[src/rtl/gcn_matrix_loader.sv]
// gcn_matrix_loader
//   Streaming writer that fills the feature buffer A (ROWS_A x COLS_A) and the
//   weight buffer B (COLS_A x COLS_B) used by the GCN matrix multiplier.
//   Elements arrive one per beat over valid/ready, A row-major first, then B
//   row-major. Every accepted beat produces exactly one registered buffer write
//   one cycle later. The frame length is checked against s_last, and done/err
//   are reported to the control sequencer.
//
// Ports
//   clk      : clock, all logic on the rising edge
//   rst      : asynchronous active-high reset
//   start    : begin a new frame (only looked at while idle)
//   s_valid  : input element valid
//   s_ready  : loader can accept an element (high while loading)
//   s_data   : element value
//   s_last   : marks the final element of the frame (last B element)
//   a_we     : A buffer write strobe
//   a_addr   : A buffer address (row*COLS_A+col)
//   a_wdata  : A buffer write data
//   b_we     : B buffer write strobe
//   b_addr   : B buffer address (row*COLS_B+col)
//   b_wdata  : B buffer write data
//   busy     : frame in progress
//   done     : one-cycle pulse at the end of a frame, good or bad
//   err      : sticky frame error, cleared when a new frame starts
module gcn_matrix_loader #(
  parameter int ROWS_A = 6,
  parameter int COLS_A = 96,
  parameter int COLS_B = 3,
  parameter int DW     = 6,
  localparam int NA    = ROWS_A * COLS_A,
  localparam int NB    = COLS_A * COLS_B,
  localparam int AWA   = $clog2(NA),
  localparam int AWB   = $clog2(NB)
) (
  input  logic           clk,
  input  logic           rst,
  input  logic           start,
  input  logic           s_valid,
  output logic           s_ready,
  input  logic [DW-1:0]  s_data,
  input  logic           s_last,
  output logic           a_we,
  output logic [AWA-1:0] a_addr,
  output logic [DW-1:0]  a_wdata,
  output logic           b_we,
  output logic [AWB-1:0] b_addr,
  output logic [DW-1:0]  b_wdata,
  output logic           busy,
  output logic           done,
  output logic           err
);

  // One counter serves both phases, so it is sized for the larger buffer.
  localparam int CW = (AWA > AWB) ? AWA : AWB;

  typedef enum logic [1:0] {
    IDLE   = 2'd0,
    LOAD_A = 2'd1,
    LOAD_B = 2'd2
  } loaderState_t;

  loaderState_t state;
  logic [CW-1:0] elemCount;
  logic          beat;

  // The loader is ready in both load phases and never while idle, so a beat is
  // simply a valid element presented during loading.
  assign s_ready = (state == LOAD_A) || (state == LOAD_B);
  assign busy    = s_ready;
  assign beat    = s_valid && s_ready;

  // Main sequencer. Write strobes and done are single-cycle pulses, so they are
  // defaulted low every cycle; addresses and data hold their last value between
  // writes. An early s_last truncates the frame but the element carrying it is
  // still written. The final B element always ends the frame and only raises
  // err if s_last was missing on it.
  always_ff @(posedge clk or posedge rst) begin
    if (rst) begin
      state     <= IDLE;
      elemCount <= '0;
      a_we      <= 1'b0;
      a_addr    <= '0;
      a_wdata   <= '0;
      b_we      <= 1'b0;
      b_addr    <= '0;
      b_wdata   <= '0;
      done      <= 1'b0;
      err       <= 1'b0;
    end else begin
      a_we <= 1'b0;
      b_we <= 1'b0;
      done <= 1'b0;
      case (state)
        IDLE: begin
          if (start) begin
            state     <= LOAD_A;
            elemCount <= '0;
            err       <= 1'b0;
          end
        end
        LOAD_A: begin
          if (beat) begin
            a_we    <= 1'b1;
            a_addr  <= elemCount[AWA-1:0];
            a_wdata <= s_data;
            if (s_last) begin
              err   <= 1'b1;
              done  <= 1'b1;
              state <= IDLE;
            end else if (elemCount == CW'(NA - 1)) begin
              state     <= LOAD_B;
              elemCount <= '0;
            end else begin
              elemCount <= elemCount + 1'b1;
            end
          end
        end
        LOAD_B: begin
          if (beat) begin
            b_we    <= 1'b1;
            b_addr  <= elemCount[AWB-1:0];
            b_wdata <= s_data;
            if (elemCount == CW'(NB - 1)) begin
              done  <= 1'b1;
              state <= IDLE;
              if (!s_last) begin
                err <= 1'b1;
              end
            end else if (s_last) begin
              err   <= 1'b1;
              done  <= 1'b1;
              state <= IDLE;
            end else begin
              elemCount <= elemCount + 1'b1;
            end
          end
        end
        default: state <= IDLE;
      endcase
    end
  end

endmodule
[config.mk]
export PLATFORM = sky130hd
export DESIGN_NAME = gcn_matrix_loader
export DESIGN_NICKNAME = d
export VERILOG_FILES = /design/src/rtl/gcn_matrix_loader.sv
export SDC_FILE = /design/constraint.sdc
export NUM_CORES = 1
export LEC_CHECK = 0
export ABC_CLOCK_PERIOD_IN_PS = 2800
export BUFFER_PORTS_ARGS = -buffer_cell sky130_fd_sc_hd__buf_2
export CORE_MARGIN = 3
export CORE_UTILIZATION = 35
export CTS_CLUSTER_SIZE = 14
export DETAILED_ROUTE_END_ITERATION = 16
export GPL_TIMING_DRIVEN = 0
export PLACE_DENSITY_LB_ADDON = 0.25
export SLEW_MARGIN = 20
export SYNTH_ARGS = -nofsm -noshare
export SYNTH_HDL_FRONTEND = slang
export SYNTH_SLANG_ARGS = --single-unit
export TNS_END_PERCENT = 100
[constraint.sdc]
create_clock -name clk -period 2.8 [get_ports clk]
set_input_delay 0.56 -clock clk [delete_from_list [all_inputs] [get_ports clk]]
set_output_delay 0.56 -clock clk [all_outputs]
set_load 0.05 [all_outputs]
==> results of run 1 <==
## kinds of logic after synthesis
logic type	Yosys count
compound gates	32
simple gates	38
buf+inv	17
xor+xnor	1
fa+ha+maj	5
flops	47
mux	32
## metal layers
metal | global-route usage, % | up-vias
met2 | 20.1 | 48
met1 | 16.9 | 701
met4 | 3.51 | 0
met5 | 0 | -
met3 | 4.24 | 4
li1 | - | 714
## power by group
part / switching [W] / internal [W] / total, W
clock network: 0.000225 / 0.000174 / 0.000399
logic: 0.000554 / 0.000248 / 0.000802
registers: 0.0000571 / 0.000767 / 0.000824
## metrics by stage
step / util [%] / worst slack [ns] / cells / hold WS, ns / instance area (um2)
after floorplan: - / 0.394 / 172 / 0.477 / 2120
after global placement: 43.1 / 0.423 / 291 / 0.484 / 2450
after detailed placement: 43.5 / 0.403 / 292 / 0.490 / 2470
after CTS: 45.0 / 0.371 / 300 / 0.265 / 2560
after global routing: 45.0 / 0.180 / 300 / 0.272 / 2560
final: 45.0 / 0.377 / 300 / 0.253 / 2560
## synth_stat cells, drive strengths merged (5+ instances only)
master / instances
dfrtp: 47
mux2: 32
o21ai: 14
inv: 9
nand2: 9
nor2: 8
nand3: 6
a21oi: 5
buf: 5
ha: 5
nand2b: 5
o31ai: 5
## placed cells by master, fill, tap and decap left out, types with 2 or more instances in the layout
master,netlist,routed
or3_1,2,2
nand3_1,6,6
inv_1,9,8
o31ai_1,5,5
a31oi_1,2,2
mux2_2,31,31
nor3_1,2,2
or4b_4,2,2
clkinvlp_4,0,2
clkbuf_8,0,5
dfrtp_1,47,47
nor2_1,8,8
o21ai_0,13,13
nand2b_1,5,5
clkbuf_1,3,3
ha_1,5,5
nand2_1,9,9
a21oi_1,5,5
buf_2,3,50
## worst min path at each step
stage,start,to,depth (start not counted),slack [ns]
after global routing,rst,a_wdata[0]$_DFFE_PP0P_,2,0.27
after detailed placement,a_wdata[4]$_DFFE_PP0P_,a_wdata[4]$_DFFE_PP0P_,1,0.49
after floorplan,elemCount[9]$_DFFE_PP0P_,elemCount[9]$_DFFE_PP0P_,1,0.48
after global placement,b_addr[6]$_DFFE_PP0P_,b_addr[6]$_DFFE_PP0P_,1,0.48
after CTS,rst,a_we$_DFF_PP0_,2,0.27
final,rst,a_we$_DFF_PP0_,2,0.25
## flip-flops by register name, indices dropped and copies added, names as in the netlist
register	cells
b_we	1
a_addr	10
b_wdata	6
state	2
a_we	1
a_wdata	6
err	1
elemCount	10
done	1
b_addr	9
## area by class of cell
cell class                      instances  area (um2)  area share (%)
Tap cell                               72        90.1            3.52
Multi-Input combinational cell        108         867            33.9
Clock inverter                          3        20.0           0.783
Buffer                                  8        45.0            1.76
Clock buffer                            5        68.8            2.69
Inverter                                9        33.8            1.32
Timing Repair Buffer                   48         255            9.99
Sequential cell                        47        1180            46.0
==> metrics.yaml, run 1 <==
portBuffers: 47
grt.overflow.total: 0
grt_pass1_wl_um: 7270
arrival_ns: 2.61
crit_end: "elemCount[8]$_DFFE_PP0P_"
grt_max_degree: 28
synth_top_area_share_pct: 55.4
hold_buffers: 0
critical_path.slowest_cell: "or3_1"
startpoint: "state[0]$_DFFE_PP0P_"
numClockSinks: 47
synthTopCellsByArea: "dfrtp_1 55%, mux2_2 16%, o21ai_0 3.1%"
placeableCoreArea_um2: 5680
antenna_found_initial: 0
top_layer: "met4"
r2r_end: "elemCount[8]$_DFFE_PP0P_"
path_depth: 9
worstPathMaxFanout: 10
outcome: "finished clean"
synth-edff-count: 0
clock_path_buffers: 2
dr.pass1.iters: 4
met3_length_um: 270
wire_per_inst_um: 14.2
critPathCaptureType: "flop"
r2r_cells: 9
path_clk_slew_ns: 0.09
drive_gt1_share_pct: 44.3
cpPeakStageDelay_ns: 0.43
rows: 27
worstPathCellList: "inv_1 -> ha_1 -> clkbuf_1 -> nand2b_1 -> o2111ai_2 -> or3_1 -> or2_1 -> buf_2 -> o31ai_1"
cts_setup_buffers: 0
wl_met2_um: 1960
rrSetupSlack_ns: 0.38
r2r-start: "state[0]$_DFFE_PP0P_"
die_w_um: 83.9
fin_crit_ns: 2.42
met1Wirelength_um: 1980
finalHoldViolations: 0
critPathRequiredTime_ns: 2.99
critPathKind: "reg2reg"
cts_tree: "built"
clk_latency_ns: 0.30
syn_nets: 188
drc: 0
synth_flop_cell: "dfrtp_1"
ios: 48
cts_inserted_buffers: 5
vias_per_cell: 4.89
muxShareOfSynthArea_pct: 17.2
synth_compound_area_share_pct: 10.7
syn-instance-count: 172
cts_root_buf: "clkbuf_8"
path_delay_family: "simple AND/OR/NAND/NOR gates"
vias: 1467
synth_cell_type_count: 32
avgSynthCellArea_um2: 12.3
grt_pass1_vias: 1489
p_leak_nw: 1.31
fin_skew_ns: 0.00837
yosys.area_share.xor_xnor_pct: 0.413
ys_warn_count: 0
rsz0062_at_grt: "false"
p_per_area_nw_per_um2: 792
slew_viol_final: 0
maxSlewHeadroom_pct: 58.0
cp-start-kind: "flop"
htree_levels: 2
cts-resized-gates: 0
die_h_um: 83.9
antenna_cells: 0
crit_buf_inv: 3
fmax_mhz: 413
drt-total-wl_um: 4260
async_flop_share_pct: 100
hpwl_um: 3050
place.gp.congestion: 0.797
yosysTopAreaCell: "dfrtp_1"
drt_iter0_markers: 73
syn2layout_area_growth_pct: 20.5
syn_area_um2: 2120
synth_top_family_by_area: "multiplexers"
grt.total_usage_pct: 12.8
p_total_w: 0.00202
ant_nets: 0
ir_worst_vdd_uv: 435
die_area_um2: 7030
final_nets: 243
period_share_pct: 86.5
fillers: 546
ys_ff_latch: 47
synth_fa_ha_area_share_pct: 2.95
start_util_pct: 37.4
tns_ns: 0
min_path_type: "in2async"
maxCapViolCount: 0
yosys.area_share.simple_pct: 9.61
tightest_slew_ns: 0.623
setup_viol: 0
yosysSeqAreaShare_pct: 55.4
No activity file was read; power rests on OpenSTA's default activity.
==> run 2, diff against run 1 <==
--- a/config.mk
+++ b/config.mk
@@ -5,6 +5,7 @@
 export SDC_FILE = /design/constraint.sdc
 export NUM_CORES = 1
 export LEC_CHECK = 0
+export ABC_AREA = 1
 export ABC_CLOCK_PERIOD_IN_PS = 2800
 export BUFFER_PORTS_ARGS = -buffer_cell sky130_fd_sc_hd__buf_2
 export CORE_MARGIN = 3
==> constraint.sdc (replaced) <==
create_clock -name clk -period 2.8 [get_ports clk]
set_input_delay 0.42 -clock clk [delete_from_list [all_inputs] [get_ports clk]]
set_output_delay 0.42 -clock clk [all_outputs]
set_load 0.05 [all_outputs]
==> run 2 against run 1 <==
  * Power is 24% higher
  * Clock power is 7.5% higher
  * Largest cell class unchanged
  * Area after synthesis is 4.6% higher
  * Critical path type is now reg2out
  * Synthesized cell count is 54% higher
  * Largest power group is now combinational logic
  * Highest routed layer unchanged
  * Clock skew is 0.00092 ns lower
  * Via count is 26% higher
  * Global-route usage is 1.9 points higher
==> metrics.yaml, run 2 <==
final_cell_mix: "80 x nand2_1, 47 x dfrtp_1, 47 x buf_2, 32 x inv_1, 30 x o21ai_0"
p_int_w: 0.00130
drc: 0
cts-resized-gates: 0
met1Wirelength_um: 2530
synth_top_area_share_pct: 53.0
rsz0062_at_grt: "false"
clock_path_buffers: 2
avgSynthCellArea_um2: 8.38
ir_worst_vdd_uv: 719
reg.largest.list: "a_addr x10, elemCount x10, b_addr x9"
cts_tree: "built"
maxCapViolCount: 0
hold_buffers: 0
grt_pass1_wl_um: 8680
final_nets: 336
worstPathMaxFanout: 7
ios: 48
path_clk_slew_ns: 0.09
fmax_mhz: 490
start_util_pct: 36.8
drt-total-wl_um: 4980
antenna_found_initial: 0
p_per_area_nw_per_um2: 942
ant_nets: 0
drt_iter0_markers: 98
outcome: "finished clean"
yosysTopAreaCell: "dfrtp_1"
htree_levels: 2
rows: 28
period_share_pct: 72.9
power.share.switching_pct: 48.4
maxSlewHeadroom_pct: 64.5
slew_viol_final: 0
dr.pass1.iters: 4
min_path_type: "in2async"
combPwrFrac_pct: 47.6
top_layer: "met4"
arrival_ns: 1.62
grt_max_degree: 30
p_leak_nw: 1.40
antenna_cells: 0
wire_per_inst_um: 12.6
ys_ff_latch: 47
portBuffers: 47
critPathCaptureType: "primary output"
cp-start-kind: "flop"
critPathRequiredTime_ns: 2.38
clkPwrFrac_pct: 17.1
clk_latency_ns: 0.30
numClockSinks: 47
synth_cell_type_count: 22
die_area_um2: 7330
r2r_end: "elemCount[0]$_DFFE_PP0P_"
r2r_cells: 10
yosysMostFrequentCell: "nand2_1"
async_flop_share_pct: 100
finalHoldViolations: 0
setup_viol: 0
synthTopCellsByCount: "80 x nand2_1, 47 x dfrtp_1, 33 x inv_1"
cts_setup_buffers: 0
cts_inserted_buffers: 5
p_sw_w: 0.00122
fin_skew_ns: 0.00745
syn_area_um2: 2220
cts_root_buf: "clkbuf_8"
fin_crit_ns: 2.04
r2r-start: "state[1]$_DFFE_PP0P_"
yosysSeqAreaShare_pct: 53.0
synth-edff-count: 0
syn2layout_area_growth_pct: 20.2
syn_nets: 281
vias_per_cell: 4.66
tightest_slew_ns: 0.532
seqPwrFrac_pct: 35.3
grt_pass1_vias: 1826
syn-instance-count: 265
synthTopCellsByArea: "dfrtp_1 53%, nand2_1 14%, o21ai_0 6.8%"
die_w_um: 85.6
place.gp.congestion: 0.833
ys_warn_count: 0
grt.total_usage_pct: 14.7
tns_ns: 0
die_h_um: 85.6
rrSetupSlack_ns: 0.93
met3_length_um: 203
placeableCoreArea_um2: 6030
fillers: 607
wl_met2_um: 2180
whs_ns: 0.106
vias: 1846
hpwl_um: 3700
drive_gt1_share_pct: 22.1
grt.overflow.total: 0
critPathKind: "reg2out"
synth_flop_cell: "dfrtp_1"
final_common_cell: "nand2_1"
## run 2: logic make-up (layout without fill, tap and decap cells)
logic type / count (synthesis) / after routing / synth area share, %
simple gates: 123 / 123 / 24.5
flops: 47 / 47 / 53.0
buf+inv: 43 / 99 / 8.12
compound gates: 42 / 42 / 9.58
fa+ha+maj: 5 / 5 / 2.82
xor+xnor: 5 / 5 / 1.97
## run 2: power by group through the flow
stage / Clock [W] / Combinational, W / Sequential (W)
after floorplan: 0 / 0.000517 / 0.00131
after global placement: 0 / 0.00120 / 0.000897
after detailed placement: 0 / 0.00121 / 0.000898
after CTS: 0.000449 / 0.00121 / 0.000887
after global routing: 0.000474 / 0.00129 / 0.000908
final: 0.000429 / 0.00120 / 0.000887
## run 2: critical path: stages, from the launching register on
cell,delay [ns]
dfrtp_1,0.41
inv_1,0.08
ha_1,0.44
buf_4,0.16
buf_2,0.25
## run 2: worst max-delay path by stage
stage / to / slack [ns] / from / cells after the start
floorplan: elemCount[2]$_DFFE_PP0P_ / 0.83 / state[0]$_DFFE_PP0P_ / 10
global placement: elemCount[7]$_DFFE_PP0P_ / 0.61 / rst / 2
detailed placement: elemCount[0]$_DFFE_PP0P_ / 0.94 / state[1]$_DFFE_PP0P_ / 10
CTS: s_ready / 0.74 / state[1]$_DFFE_PP0P_ / 4
global route: s_ready / 0.67 / state[1]$_DFFE_PP0P_ / 4
finish: s_ready / 0.76 / state[1]$_DFFE_PP0P_ / 4
## run 2: stage by stage
| stage | worst slack [ns] | total power [W] | util [%] | instances | area [um2] |
|---|---|---|---|---|---|
| after global placement | 0.610 | 0.00210 | 42.3 | 387 | 2550 |
| after global routing | 0.665 | 0.00267 | 44.3 | 396 | 2670 |
| after detailed placement | 0.942 | 0.00211 | 42.6 | 388 | 2570 |
| after floorplan | 0.835 | 0.00182 | - | 265 | 2220 |
| after CTS | 0.737 | 0.00255 | 44.3 | 396 | 2670 |
| final | 0.759 | 0.00251 | 44.3 | 396 | 2670 |
## run 2: area by class of cell
class                   instances  area (um2)  share of cell area (%)
clock inverters                 2        16.3                   0.610
clock buffers                   6        82.6                    3.10
inverters                      34         128                    4.78
plain buffers                   9        52.6                    1.97
flip-flops and latches         47        1180                    44.1
repair buffers                 48         255                    9.57
multi-input cells             175         863                    32.4
well taps                      75        93.8                    3.52
## run 2: metal layers
metal	vias to the layer above	GRT usage, %
li1	944	-
met1	857	19.9
met2	39	23.3
met3	6	2.88
met4	0	5.61
met5	-	0
==> run 3, diff against run 2 <==
--- a/config.mk
+++ b/config.mk
@@ -5,8 +5,8 @@
 export SDC_FILE = /design/constraint.sdc
 export NUM_CORES = 1
 export LEC_CHECK = 0
-export ABC_AREA = 1
-export ABC_CLOCK_PERIOD_IN_PS = 2800
+export ABC_AREA = 0
+export ABC_CLOCK_PERIOD_IN_PS = 2100
 export BUFFER_PORTS_ARGS = -buffer_cell sky130_fd_sc_hd__buf_2
 export CORE_MARGIN = 3
 export CORE_UTILIZATION = 35
==> constraint.sdc (replaced) <==
create_clock -name clk -period 2.1 [get_ports clk]
set_input_delay 0.315 -clock clk [delete_from_list [all_inputs] [get_ports clk]]
set_output_delay 0.315 -clock clk [all_outputs]
set_load 0.05 [all_outputs]
==> run 3 against run 2 <==
  * The flow now finishes with violations (negative setup slack)
  * Largest cell class unchanged
  * Cell count fell by 20%
  * Worst hold slack got worse by 0.036 ns
  * Sequential power rose by 24%
  * Wire length fell by 6.3%
==> metrics.yaml, run 3 (same netlist as run 1, synthesis figures left out) <==
outcome: "finished with violations"
violations: "negative setup slack"
placed_cells: 292
final_cell_mix: "48 x buf_2, 43 x dfrtp_1, 31 x mux2_2, 18 x buf_4, 10 x o21ai_0"
worstPathMaxFanout: 5
period_share_pct: 105
worstPathCellList: "or4b_4 -> or4b_4 -> a31oi_4 -> o21ai_2 -> mux2_4"
final_nets: 261
p_leak_nw: 1.46
place.gp.congestion: 0.732
grt.overflow.total: 0
critical_path.slowest_cell: "or4b_4"
p_total_w: 0.00298
cts_inserted_buffers: 5
dr.pass1.iters: 4
setup_ws_ns: -0.0966
path_clk_slew_ns: 0.08
min_path_type: "in2async"
portBuffers: 47
start_util_pct: 37.4
die_h_um: 83.9
cpPeakStageDelay_ns: 0.55
rsz0062_at_grt: "true"
cts_root_buf: "clkbuf_8"
cp-start-kind: "flop"
die_w_um: 83.9
tightest_slew_ns: 0.591
fillers: 515
drc: 0
drt-total-wl_um: 4670
fin_skew_ns: 0.00483
numClockSinks: 47
vias: 1585
setup_viol: 2
critPathKind: "reg2reg"
path_delay_family: "simple AND/OR/NAND/NOR gates"
antenna_found_initial: 0
finalHoldViolations: 0
tns_ns: -0.142
fin_cells: 317
crit_buf_inv: 0
grt_pass1_wl_um: 7700
fin_crit_ns: 2.20
multi_input_comb_area_um2: 1000
reg.largest.list: "a_addr x10, elemCount x10, b_addr x9"
antenna_cells: 0
slew_viol_final: 0
wire_per_inst_um: 14.7
ant_nets: 0
drive_gt1_share_pct: 58.8
fmax_mhz: 455
grt_pass1_vias: 1538
arrival_ns: 2.38
clk_latency_ns: 0.30
p_per_area_nw_per_um2: 1040
dp_slack_ns: -0.245
grt.total_usage_pct: 13.6
grt_max_degree: 27
die_area_um2: 7030
drt_iter0_markers: 66
ios: 48
rows: 27
cp_common_cell: "or4b_4"
clock_path_buffers: 2
htree_levels: 2
maxCapViolCount: 0
critPathRequiredTime_ns: 2.29
hpwl_um: 3120
syn2layout_area_growth_pct: 35.4
register_area_um2: 1180
vias_per_cell: 5.00
cts_tree: "built"
maxSlewHeadroom_pct: 60.5
final_common_cell: "buf_2"
placeableCoreArea_um2: 5680
critPathCaptureType: "flop"
fin_util_pct: 50.6
ir_worst_vdd_uv: 717
==> run 3: area by class of cell <==
cell class | instances | share of cell area (%)
clock buffers | 5 | 2.39
plain buffers | 7 | 2.18
inverters | 9 | 1.18
well taps | 72 | 3.13
flip-flops and latches | 47 | 41.1
multi-input cells | 108 | 34.9
repair buffers | 67 | 14.7
clock inverters | 2 | 0.479
==> run 3: through the flow <==
step / instance area (um2) / hold slack, ns
floorplan: 2140 / 0.458
global placement: 2460 / 0.483
detailed placement: 2490 / 0.419
CTS: 2690 / 0.0838
global route: 2870 / 0.119
finish: 2870 / 0.0698
==> run 3: per-layer routing <==
metal / share of wire, % / track usage (%) / vias to the layer above
li1: - / - / 754
met2: 47 / 22.1 / 41
met1: 46 / 17.7 / 783
met4: 1.5 / 4.82 / 0
met3: 5.4 / 3.26 / 7
met5: 0 / 0 / -
==> run 3: repair_timing <==
action | CTS | global route
gates cloned | 0 | 1
pin swaps | 3 | 11
setup buffers | 5 | 13
hold buffers | 0 | 0
setup endpoints to repair | 29 | 21
gates resized for setup | 19 | 22
==> run 3: final timing paths <==
check | from | endpoint | slack (ns) | depth (start not counted)
max | elemCount[9]$_DFFE_PP0P_ | state[0]$_DFFE_PP0P_ | -0.1 | 5
min | rst | a_wdata[3]$_DFFE_PP0P_ | 0.07 | 2
max reg2reg | elemCount[9]$_DFFE_PP0P_ | state[0]$_DFFE_PP0P_ | -0.1 | 5
min reg2reg | b_addr[3]$_DFFE_PP0P_ | b_addr[3]$_DFFE_PP0P_ | 0.50 | 1
max in group asynchronous | rst | elemCount[0]$_DFFE_PP0P_ | 1.51 | 3
min in group clk | s_data[3] | a_wdata[3]$_DFFE_PP0P_ | 0.26 | 2
==> run 3: power by group <==
group          leakage [nW]  internal (W)  switching [W]
combinational         0.781      0.000524       0.000834
sequential            0.630       0.00102      0.0000722
clock                0.0440      0.000228       0.000301
total                  1.46       0.00178        0.00121
==> run 3: worst reg2reg max path, cell delays in order, from the launching register on <==
cell	delay [ns]
dfrtp_2	0.44
or4b_4	0.55
or4b_4	0.55
a31oi_4	0.16
o21ai_2	0.08
mux2_4	0.30
